**config.mk**
```make
export PLATFORM = sky130hd
export DESIGN_NAME = axi_probe_mst
export DESIGN_NICKNAME = d
export VERILOG_FILES = /design/src/rtl/axi_probe_mst.sv
export SDC_FILE = /design/constraint.sdc
export NUM_CORES = 1
export LEC_CHECK = 0
export CORE_AREA = 2 2 201 203
export CTS_CLUSTER_SIZE = 30
export DETAILED_ROUTE_END_ITERATION = 10
export DIE_AREA = 0 0 203 205
export GPL_TIMING_DRIVEN = 0
export PLACE_DENSITY = 0.61
export REMOVE_ABC_BUFFERS = 1
export SLEW_MARGIN = 20
export SYNTH_ARGS = -nofsm -noshare
export SYNTH_HDL_FRONTEND = slang
export SYNTH_SLANG_ARGS = --single-unit
export TNS_END_PERCENT = 1
```
**constraint.sdc**
```tcl
create_clock -name clk_i -period 14.7 [get_ports clk_i]
set_clock_uncertainty 0.05 [all_clocks]
set_input_delay 2.94 -clock clk_i [delete_from_list [all_inputs] [get_ports clk_i]]
set_output_delay 2.94 -clock clk_i [all_outputs]
set_load 0.02 [all_outputs]
```
**src/rtl/axi_probe_mst.sv**
```systemverilog
// AXI4 probe manager: issues one software-triggered read or write burst at a time.
// Optional idle-channel watchdog enabled by defining AXI_PROBE_TIMEOUT_EN.
package axi_probe_pkg;
  localparam int unsigned AddrW = 48;
  localparam int unsigned DataW = 64;
  localparam int unsigned IdW   = 2;

  typedef struct packed {
    logic [IdW-1:0]   id;
    logic [AddrW-1:0] addr;
    logic [7:0]       len;
    logic [2:0]       size;
    logic [1:0]       burst;
    logic             lock;
    logic [3:0]       cache;
    logic [2:0]       prot;
    logic [3:0]       qos;
    logic [3:0]       region;
    logic [5:0]       atop;
  } aw_chan_t;

  typedef struct packed {
    logic [IdW-1:0]   id;
    logic [AddrW-1:0] addr;
    logic [7:0]       len;
    logic [2:0]       size;
    logic [1:0]       burst;
    logic             lock;
    logic [3:0]       cache;
    logic [2:0]       prot;
    logic [3:0]       qos;
    logic [3:0]       region;
  } ar_chan_t;

  typedef struct packed {
    logic [DataW-1:0]   data;
    logic [DataW/8-1:0] strb;
    logic               last;
  } w_chan_t;

  typedef struct packed {
    logic [1:0] resp;
  } b_chan_t;

  typedef struct packed {
    logic [DataW-1:0] data;
    logic [1:0]       resp;
    logic             last;
  } r_chan_t;

  typedef struct packed {
    aw_chan_t aw;
    logic     aw_valid;
    w_chan_t  w;
    logic     w_valid;
    logic     b_ready;
    ar_chan_t ar;
    logic     ar_valid;
    logic     r_ready;
  } req_t;

  typedef struct packed {
    logic    aw_ready;
    logic    ar_ready;
    logic    w_ready;
    logic    b_valid;
    b_chan_t b;
    logic    r_valid;
    r_chan_t r;
  } rsp_t;
endpackage

module axi_probe_mst #(
  parameter int unsigned AxiAddrWidth  = 48,
  parameter int unsigned AxiDataWidth  = 64,
  parameter int unsigned AxiIdWidth    = 2,
  parameter int unsigned ProbeId       = 0,
  parameter int unsigned TimeoutCycles = 1024,
  parameter type         req_t         = axi_probe_pkg::req_t,
  parameter type         rsp_t         = axi_probe_pkg::rsp_t
) (
  input  logic                    clk_i,
  input  logic                    pwr_on_rst_n,
  input  logic                    cmd_valid_i,
  output logic                    cmd_ready_o,
  input  logic                    cmd_write_i,
  input  logic [AxiAddrWidth-1:0] cmd_addr_i,
  input  logic [7:0]              cmd_len_i,
  input  logic [AxiDataWidth-1:0] cmd_wdata_i,
  output req_t                    axi_req_o,
  input  rsp_t                    axi_rsp_i,
  output logic                    done_valid_o,
  output logic [1:0]              done_resp_o,
  output logic [AxiDataWidth-1:0] done_rdata_o,
  output logic [8:0]              done_beats_o,
  output logic                    done_proto_err_o,
  output logic                    timeout_o
);

  typedef enum logic [2:0] {IDLE, AW, W, B, AR, R} state_e;

  localparam logic [2:0] AxSize = 3'($clog2(AxiDataWidth / 8));

  state_e state_q, state_d;
  logic   live_q;

  logic [AxiAddrWidth-1:0] addr_p0;
  logic [7:0]              len_p0;
  logic [AxiDataWidth-1:0] wdata_p0;
  logic [8:0]              beat_p0;
  logic [1:0]              resp_p0;
  logic                    proto_p0;

  logic                    vld_p1;
  logic [1:0]              resp_p1;
  logic [AxiDataWidth-1:0] rdata_p1;
  logic [8:0]              beats_p1;
  logic                    proto_p1;

  logic cmd_hs, aw_hs, w_hs, b_hs, ar_hs, r_hs;
  logic w_last;
  logic [8:0] beat_nxt;
  logic [8:0] beats_exp;
  logic proto_now;

  // First SLVERR/DECERR wins; EXOKAY folds into OKAY.
  function automatic logic [1:0] merge_resp(input logic [1:0] acc, input logic [1:0] rsp);
    if (acc[1])      return acc;
    else if (rsp[1]) return rsp;
    else             return 2'b00;
  endfunction

  assign cmd_ready_o = (state_q == IDLE) && live_q;
  assign cmd_hs      = cmd_valid_i && cmd_ready_o;
  assign aw_hs       = axi_req_o.aw_valid && axi_rsp_i.aw_ready;
  assign w_hs        = axi_req_o.w_valid  && axi_rsp_i.w_ready;
  assign b_hs        = axi_req_o.b_ready  && axi_rsp_i.b_valid;
  assign ar_hs       = axi_req_o.ar_valid && axi_rsp_i.ar_ready;
  assign r_hs        = axi_req_o.r_ready  && axi_rsp_i.r_valid;
  assign w_last      = (beat_p0 == {1'b0, len_p0});
  assign beat_nxt    = beat_p0 + 9'd1;
  assign beats_exp   = {1'b0, len_p0} + 9'd1;
  assign proto_now   = axi_rsp_i.r.last ? (beat_nxt != beats_exp) : (beat_nxt == beats_exp);

  always_comb begin
    state_d   = state_q;
    axi_req_o = '0;

    axi_req_o.aw.id    = AxiIdWidth'(ProbeId);
    axi_req_o.aw.addr  = addr_p0;
    axi_req_o.aw.len   = len_p0;
    axi_req_o.aw.size  = AxSize;
    axi_req_o.aw.burst = 2'b01;
    axi_req_o.ar.id    = AxiIdWidth'(ProbeId);
    axi_req_o.ar.addr  = addr_p0;
    axi_req_o.ar.len   = len_p0;
    axi_req_o.ar.size  = AxSize;
    axi_req_o.ar.burst = 2'b01;
    axi_req_o.w.data   = wdata_p0;
    axi_req_o.w.strb   = '1;
    axi_req_o.w.last   = w_last;

    unique case (state_q)
      IDLE: if (cmd_hs) state_d = cmd_write_i ? AW : AR;
      AW: begin
        axi_req_o.aw_valid = 1'b1;
        if (axi_rsp_i.aw_ready) state_d = W;
      end
      W: begin
        axi_req_o.w_valid = 1'b1;
        if (axi_rsp_i.w_ready && w_last) state_d = B;
      end
      B: begin
        axi_req_o.b_ready = 1'b1;
        if (axi_rsp_i.b_valid) state_d = IDLE;
      end
      AR: begin
        axi_req_o.ar_valid = 1'b1;
        if (axi_rsp_i.ar_ready) state_d = R;
      end
      R: begin
        axi_req_o.r_ready = 1'b1;
        if (axi_rsp_i.r_valid && axi_rsp_i.r.last) state_d = IDLE;
      end
      default: state_d = IDLE;
    endcase
  end

  always_ff @(posedge clk_i or negedge pwr_on_rst_n) begin
    if (!pwr_on_rst_n) begin
      state_q <= IDLE;
      live_q  <= 1'b0;
    end else begin
      state_q <= state_d;
      live_q  <= 1'b1;
    end
  end

  // Command latch and per-transaction accumulators
  always_ff @(posedge clk_i) begin
    if (cmd_hs) begin
      addr_p0  <= cmd_addr_i;
      len_p0   <= cmd_len_i;
      wdata_p0 <= cmd_wdata_i;
      beat_p0  <= '0;
      resp_p0  <= 2'b00;
      proto_p0 <= 1'b0;
    end else if (w_hs) begin
      beat_p0 <= beat_nxt;
    end else if (r_hs) begin
      beat_p0  <= beat_nxt;
      resp_p0  <= merge_resp(resp_p0, axi_rsp_i.r.resp);
      proto_p0 <= proto_p0 | proto_now;
    end
  end

  // Registered completion report, one cycle after the final handshake
  always_ff @(posedge clk_i or negedge pwr_on_rst_n) begin
    if (!pwr_on_rst_n) begin
      vld_p1   <= 1'b0;
      resp_p1  <= 2'b00;
      rdata_p1 <= '0;
      beats_p1 <= '0;
      proto_p1 <= 1'b0;
    end else begin
      vld_p1 <= 1'b0;
      if (b_hs) begin
        vld_p1   <= 1'b1;
        resp_p1  <= axi_rsp_i.b.resp;
        beats_p1 <= beats_exp;
        proto_p1 <= 1'b0;
      end else if (r_hs && axi_rsp_i.r.last) begin
        vld_p1   <= 1'b1;
        resp_p1  <= merge_resp(resp_p0, axi_rsp_i.r.resp);
        rdata_p1 <= axi_rsp_i.r.data;
        beats_p1 <= beat_nxt;
        proto_p1 <= proto_p0 | proto_now;
      end
    end
  end

  assign done_valid_o     = vld_p1;
  assign done_resp_o      = resp_p1;
  assign done_rdata_o     = rdata_p1;
  assign done_beats_o     = beats_p1;
  assign done_proto_err_o = proto_p1;

`ifdef AXI_PROBE_TIMEOUT_EN
  logic [31:0] wd_cnt_q, wd_cnt_d;
  logic        timeout_q;

  always_comb begin
    wd_cnt_d = wd_cnt_q + 32'd1;
    if (state_q == IDLE || (state_d != state_q && state_d != IDLE) ||
        aw_hs || w_hs || b_hs || ar_hs || r_hs)
      wd_cnt_d = '0;
  end

  // The FSM keeps waiting on a stall; the flag only reports it.
  always_ff @(posedge clk_i or negedge pwr_on_rst_n) begin
    if (!pwr_on_rst_n) begin
      wd_cnt_q  <= '0;
      timeout_q <= 1'b0;
    end else begin
      wd_cnt_q <= wd_cnt_d;
      if (cmd_hs)
        timeout_q <= 1'b0;
      else if (state_q != IDLE && wd_cnt_d == 32'(TimeoutCycles))
        timeout_q <= 1'b1;
    end
  end

  assign timeout_o = timeout_q;
`else
  assign timeout_o = 1'b0;
`endif

endmodule
```
## After elaboration in Yosys (flattened, before gate mapping)

Index checks and enable logic that the tools add are counted.
W data, S select, Z words.

- Multiplexer cells: 26
- Reductions and logical operators: 14
- Add/sub/neg operators: 2
- Equal/unequal tests: 14
- Bitwise logic cells: 3

Operators with widths:

| operator | count |
|---|---|
| $mux W9 | 4 |
| $mux W3 | 7 |
| $pmux W3 S6 | 1 |
| $ne A2 B2 Y1 const B | 6 |
| $mux W1 | 10 |
| $add A8 B1 Y9 const B | 1 |
| $add A9 B1 Y9 const B | 1 |
| $eq A9 B8 Y1 | 1 |
| $eq A9 B9 Y1 | 1 |
| $ne A9 B9 Y1 | 1 |
| $logic_and A1 B1 Y1 | 8 |
| $mux W2 | 4 |
| $eq A3 B2 Y1 const B | 2 |
| $eq A3 B3 Y1 const B | 2 |
| $reduce_and A6 Y1 | 1 |
| $reduce_and A2 Y1 | 2 |
| $reduce_bool A2 Y1 | 2 |
| $eq A3 B1 Y1 const B | 1 |
| $logic_not A3 Y1 | 1 |
| $not A1 Y1 | 2 |
| $or A1 B1 Y1 | 1 |

- Input port bits: 198
- Output and inout bits: 321
- Register bits after elaboration: 213
- Logic and storage cells: 72

## Depth between registers and ports, before layout

- Word-level depth: 6
- Gate-level depth with buffers: 10
- Gate-level depth less buffers: 7

## Worst setup path after synthesis

OpenSTA, ideal clock, no wires.

- Path kind: in2reg
- Start point: input cmd_valid_i
- End point: register addr_p0[0] (enable)
- Path buffers: 1
- Setup time: 0.531 ns
- Data arrival time: 6.563 ns
- Slack: 7.556 ns
- Stages on the path: 2
- Required time: 14.119 ns
- Cells stage by stage: and2_1 -> buf_1

- Cells in the longest elaborated chain, start to end: 1

Ends and longest elaborated chain:

| item | line | RTL |
|---|---|---|
| start, declared | 84 | `input logic cmd_valid_i,` |
| $logic_and A1 B1 Y1 | 134 | `assign cmd_hs = cmd_valid_i && cmd_ready_o;` |
| via cmd_hs | 120 | `logic cmd_hs, aw_hs, w_hs, b_hs, ar_hs, r_hs;` |
| end signal, assigned | 202 | `addr_p0 <= cmd_addr_i;` |
| end, declared | 107 | `logic [AxiAddrWidth-1:0] addr_p0;` |

The timed path passes the listed nets, and every way through them passes these cells.
A chain may end at the register's enable or synchronous reset.

==> impl_metrics.yaml <==
run_status:
  status: "completed"
global_route:
  grt_antenna_before_repair: 0
  grt_max_degree: 67
  track_usage_pct: 12.59
  grt_pass1_wl_um: 39720
  grt-ovfl-total: 0
  grt_pass1_vias: 6316
timing:
  timing.setup.tns_ps: 0
  finalCriticalPeriod_ps: 6028
  finalCritPeriodShare_pct: 41.01
  rsz0062_at_grt: "no"
  drv_slew: 0
  hold_violations: 0
  hold_slack_ps: 421.9
  max_slew_margin_pct: 53.98
  fmax_ghz: 0.1659
  setup_viol: 0
  tightestPinTransition_ps: 689.6
finish:
  nNetsFinal: 1322
  fill_cells: 3817
  final_cell_mix: "456 x clkdlybuf4s50_1, 216 x nand2_1, 120 x edfxtp_1"
  antenna_cells: 0
  final_common_cell: "clkdlybuf4s50_1"
  drive_above_1_share_pct: 5.171
  syn2layout_area_growth_pct: 63.48
routing:
  drc: 0
  wl_per_cell_um: 16.85
  first_pass_iters: 5
  drt_iter0_drc: 290
  wirelength_um: 28060
  vias: 6352
  vias_per_cell: 3.813
  final_antenna_net_count: 0
floorplanning:
  die_y_um: 205
  io_pins: 519
  coreArea_um2: 39370
  die_area_um2: 41620
  initial_core_util_pct: 22.02
  die_x_um: 203
  rows: 73
clock_tree:
  cts_tree: "built"
  clk_pin_slew_ps: 60
  cts_hold_buf: 0
  clock_path_buffers: 3
  cts_made_buffers: 26
  cts_resized: 0
  cts_root_buffer: "clkbuf_16"
  cts_setup_buffers: 0
  clk-insertion-delay-late_ps: 560
  htree_levels: 1
  clkSinkCount: 213
run:
  maxCapViolCount: 0
worst_setup_path:
  regToRegSetupSlack_ps: 12030
  crit_start: "len_p0[4]$_DFFE_PP_"
  reg2reg_depth: 4
  cp_data_arrival_time_ps: 3040
  cp.required_ps: 11710
  crit_path_start_kind: "flop"
  worst_setup_path_end_kind: "output port"
  r2r-end: "addr_p0[28]$_DFFE_PP_"
  crit_path_max_fanout: 7
  crit_type: "flop to output port"
  r2r_start: "state_q[0]$_DFFE_PN0P_"
synthesis:
  yosysTopAreaCell: "edfxtp_1"
  netlist_area_um2: 8667
  ys_seq_area_share_pct: 67.73
  synth-seq-cells: 213
  synth.avg_cell_area_um2: 12.10
  ys_dominant_reg_cell: "edfxtp_1"
  ys_warn_count: 0
  ys_types: 47
  synth_cells: 716
  synth_top_area_share_pct: 41.58
  synthTopCellsByArea: "edfxtp_1 42%, dfrtp_1 23%, buf_4 10%, nand2_1 9.4%, dfxtp_1 2.8%"
  synthArstFlopShare_pct: 38.03
  synth_edf_count: 120
min_path:
  hold_start: "done_rdata_o[32]$_DFFE_PN0P_"
  hold-path-cell-count: 2
  hold-path-endpoint: "done_rdata_o[32]$_DFFE_PN0P_"
  hold_class: "flop to flop"
pwr:
  ir_worst_vdd_mv: 0.08514
  powerDensity_nw_per_um2: 168.3
  p_leak_nw: 5.613
place:
  numPortBuffers: 457
  gp_congestion: 0.7785
  place_hpwl_um: 21460
[worst max-delay path by stage]
| stage | endpoint | cells after the start | slack (ps) |
|---|---|---|---|
| floorplan | state_q[2]$_DFFE_PN0P_ | 4 | 7730 |
| detailed placement | axi_req_o[83] | 4 | 9320 |
| finish | axi_req_o[83] | 4 | 8670 |
| global route | axi_req_o[83] | 4 | 8620 |
| CTS | axi_req_o[83] | 4 | 8680 |
| global placement | state_q[2]$_DFFE_PN0P_ | 5 | 5640 |
[cells in the mapped netlist, drive strengths merged, types with 3 or more instances]
cell / count
a21oi: 11
a31oi: 3
and2: 4
and3: 3
buf: 135
clkbuf: 9
dfrtp: 81
dfxtp: 12
edfxtp: 120
inv: 4
nand2: 217
nand3: 11
nand4: 3
nor2: 19
nor2b: 6
nor3: 5
o21ai: 5
o221ai: 7
or4: 3
xnor2: 15
xor2: 16
[through the flow]
| step | worst slack (ps) | cell area (um^2) | total power, mW | instances | util, % |
|---|---|---|---|---|---|
| 6_report | 8672 | 14170 | 2.385 | 1666 | 35.99 |
| 5_1_grt | 8616 | 14170 | 2.507 | 1666 | 35.99 |
| 4_1_cts | 8684 | 14170 | 2.424 | 1666 | 35.99 |
| 3_5_place_dp | 9317 | 13260 | 1.732 | 1619 | 33.69 |
| 3_3_place_gp | 5641 | 13120 | 1.721 | 1614 | 33.32 |
| 2_1_floorplan | 7733 | 7886 | 1.269 | 632 | - |
[cells by family (layout without fill, tap and decap cells)]
logic type	Yosys count	in the layout	synth area share (%)
flops	213	213	67.73
buf+inv	148	513	11.78
other cells	2	62	0.08665
compound gates	40	40	3.190
fa+ha+maj	2	2	0.2887
simple gates	279	279	13.50
xor+xnor	32	32	3.421
[worst max-delay path, stage by stage, from the launching register on]
cell	delay (ps)
edfxtp_1	580
xor2_1	210
or4_1	560
nor4_2	410
clkdlybuf4s50_1	710
[power breakdown]
group	switching, mW	internal (mW)
combinational	0.440	0.383
clock	0.259	0.415
sequential	0.0952	0.793
total	0.794	1.59
[layer usage]
layer / vias to the layer above / part of all wire, % / GRT usage [%] / wire length (um)
met3: 38 / 6.8 / 3.086 / 1909
met2: 234 / 49 / 20.95 / 13860
li1: 3024 / - / - / -
met4: 0 / 2.3 / 3.415 / 655
met5: - / 0 / 0 / 0
met1: 3056 / 41 / 16.32 / 11650
[flip-flops by register name, summed over array words and instances (netlist names)]
| register | flops |
|---|---|
| proto_p0 | 1 |
| state_q | 3 |
| done_beats_o | 9 |
| live_q | 1 |
| done_resp_o | 2 |
| done_proto_err_o | 1 |
| resp_p0 | 2 |
| len_p0 | 8 |
| done_valid_o | 1 |
| beat_p0 | 9 |
| done_rdata_o | 64 |
| addr_p0 | 48 |
| wdata_p0 | 64 |
[layout make-up]
class | instances | area, um^2 | share of cell area (%)
Clock buffer | 33 | 716.9 | 5.060
Clock inverter | 14 | 187.7 | 1.325
Inverter | 4 | 15.01 | 0.1060
Multi-Input combinational cell | 415 | 2016 | 14.23
Sequential cell | 213 | 5871 | 41.43
Tap cell | 525 | 656.9 | 4.636
Timing Repair Buffer | 462 | 4706 | 33.21
Power figures use the tool's default switching activity.
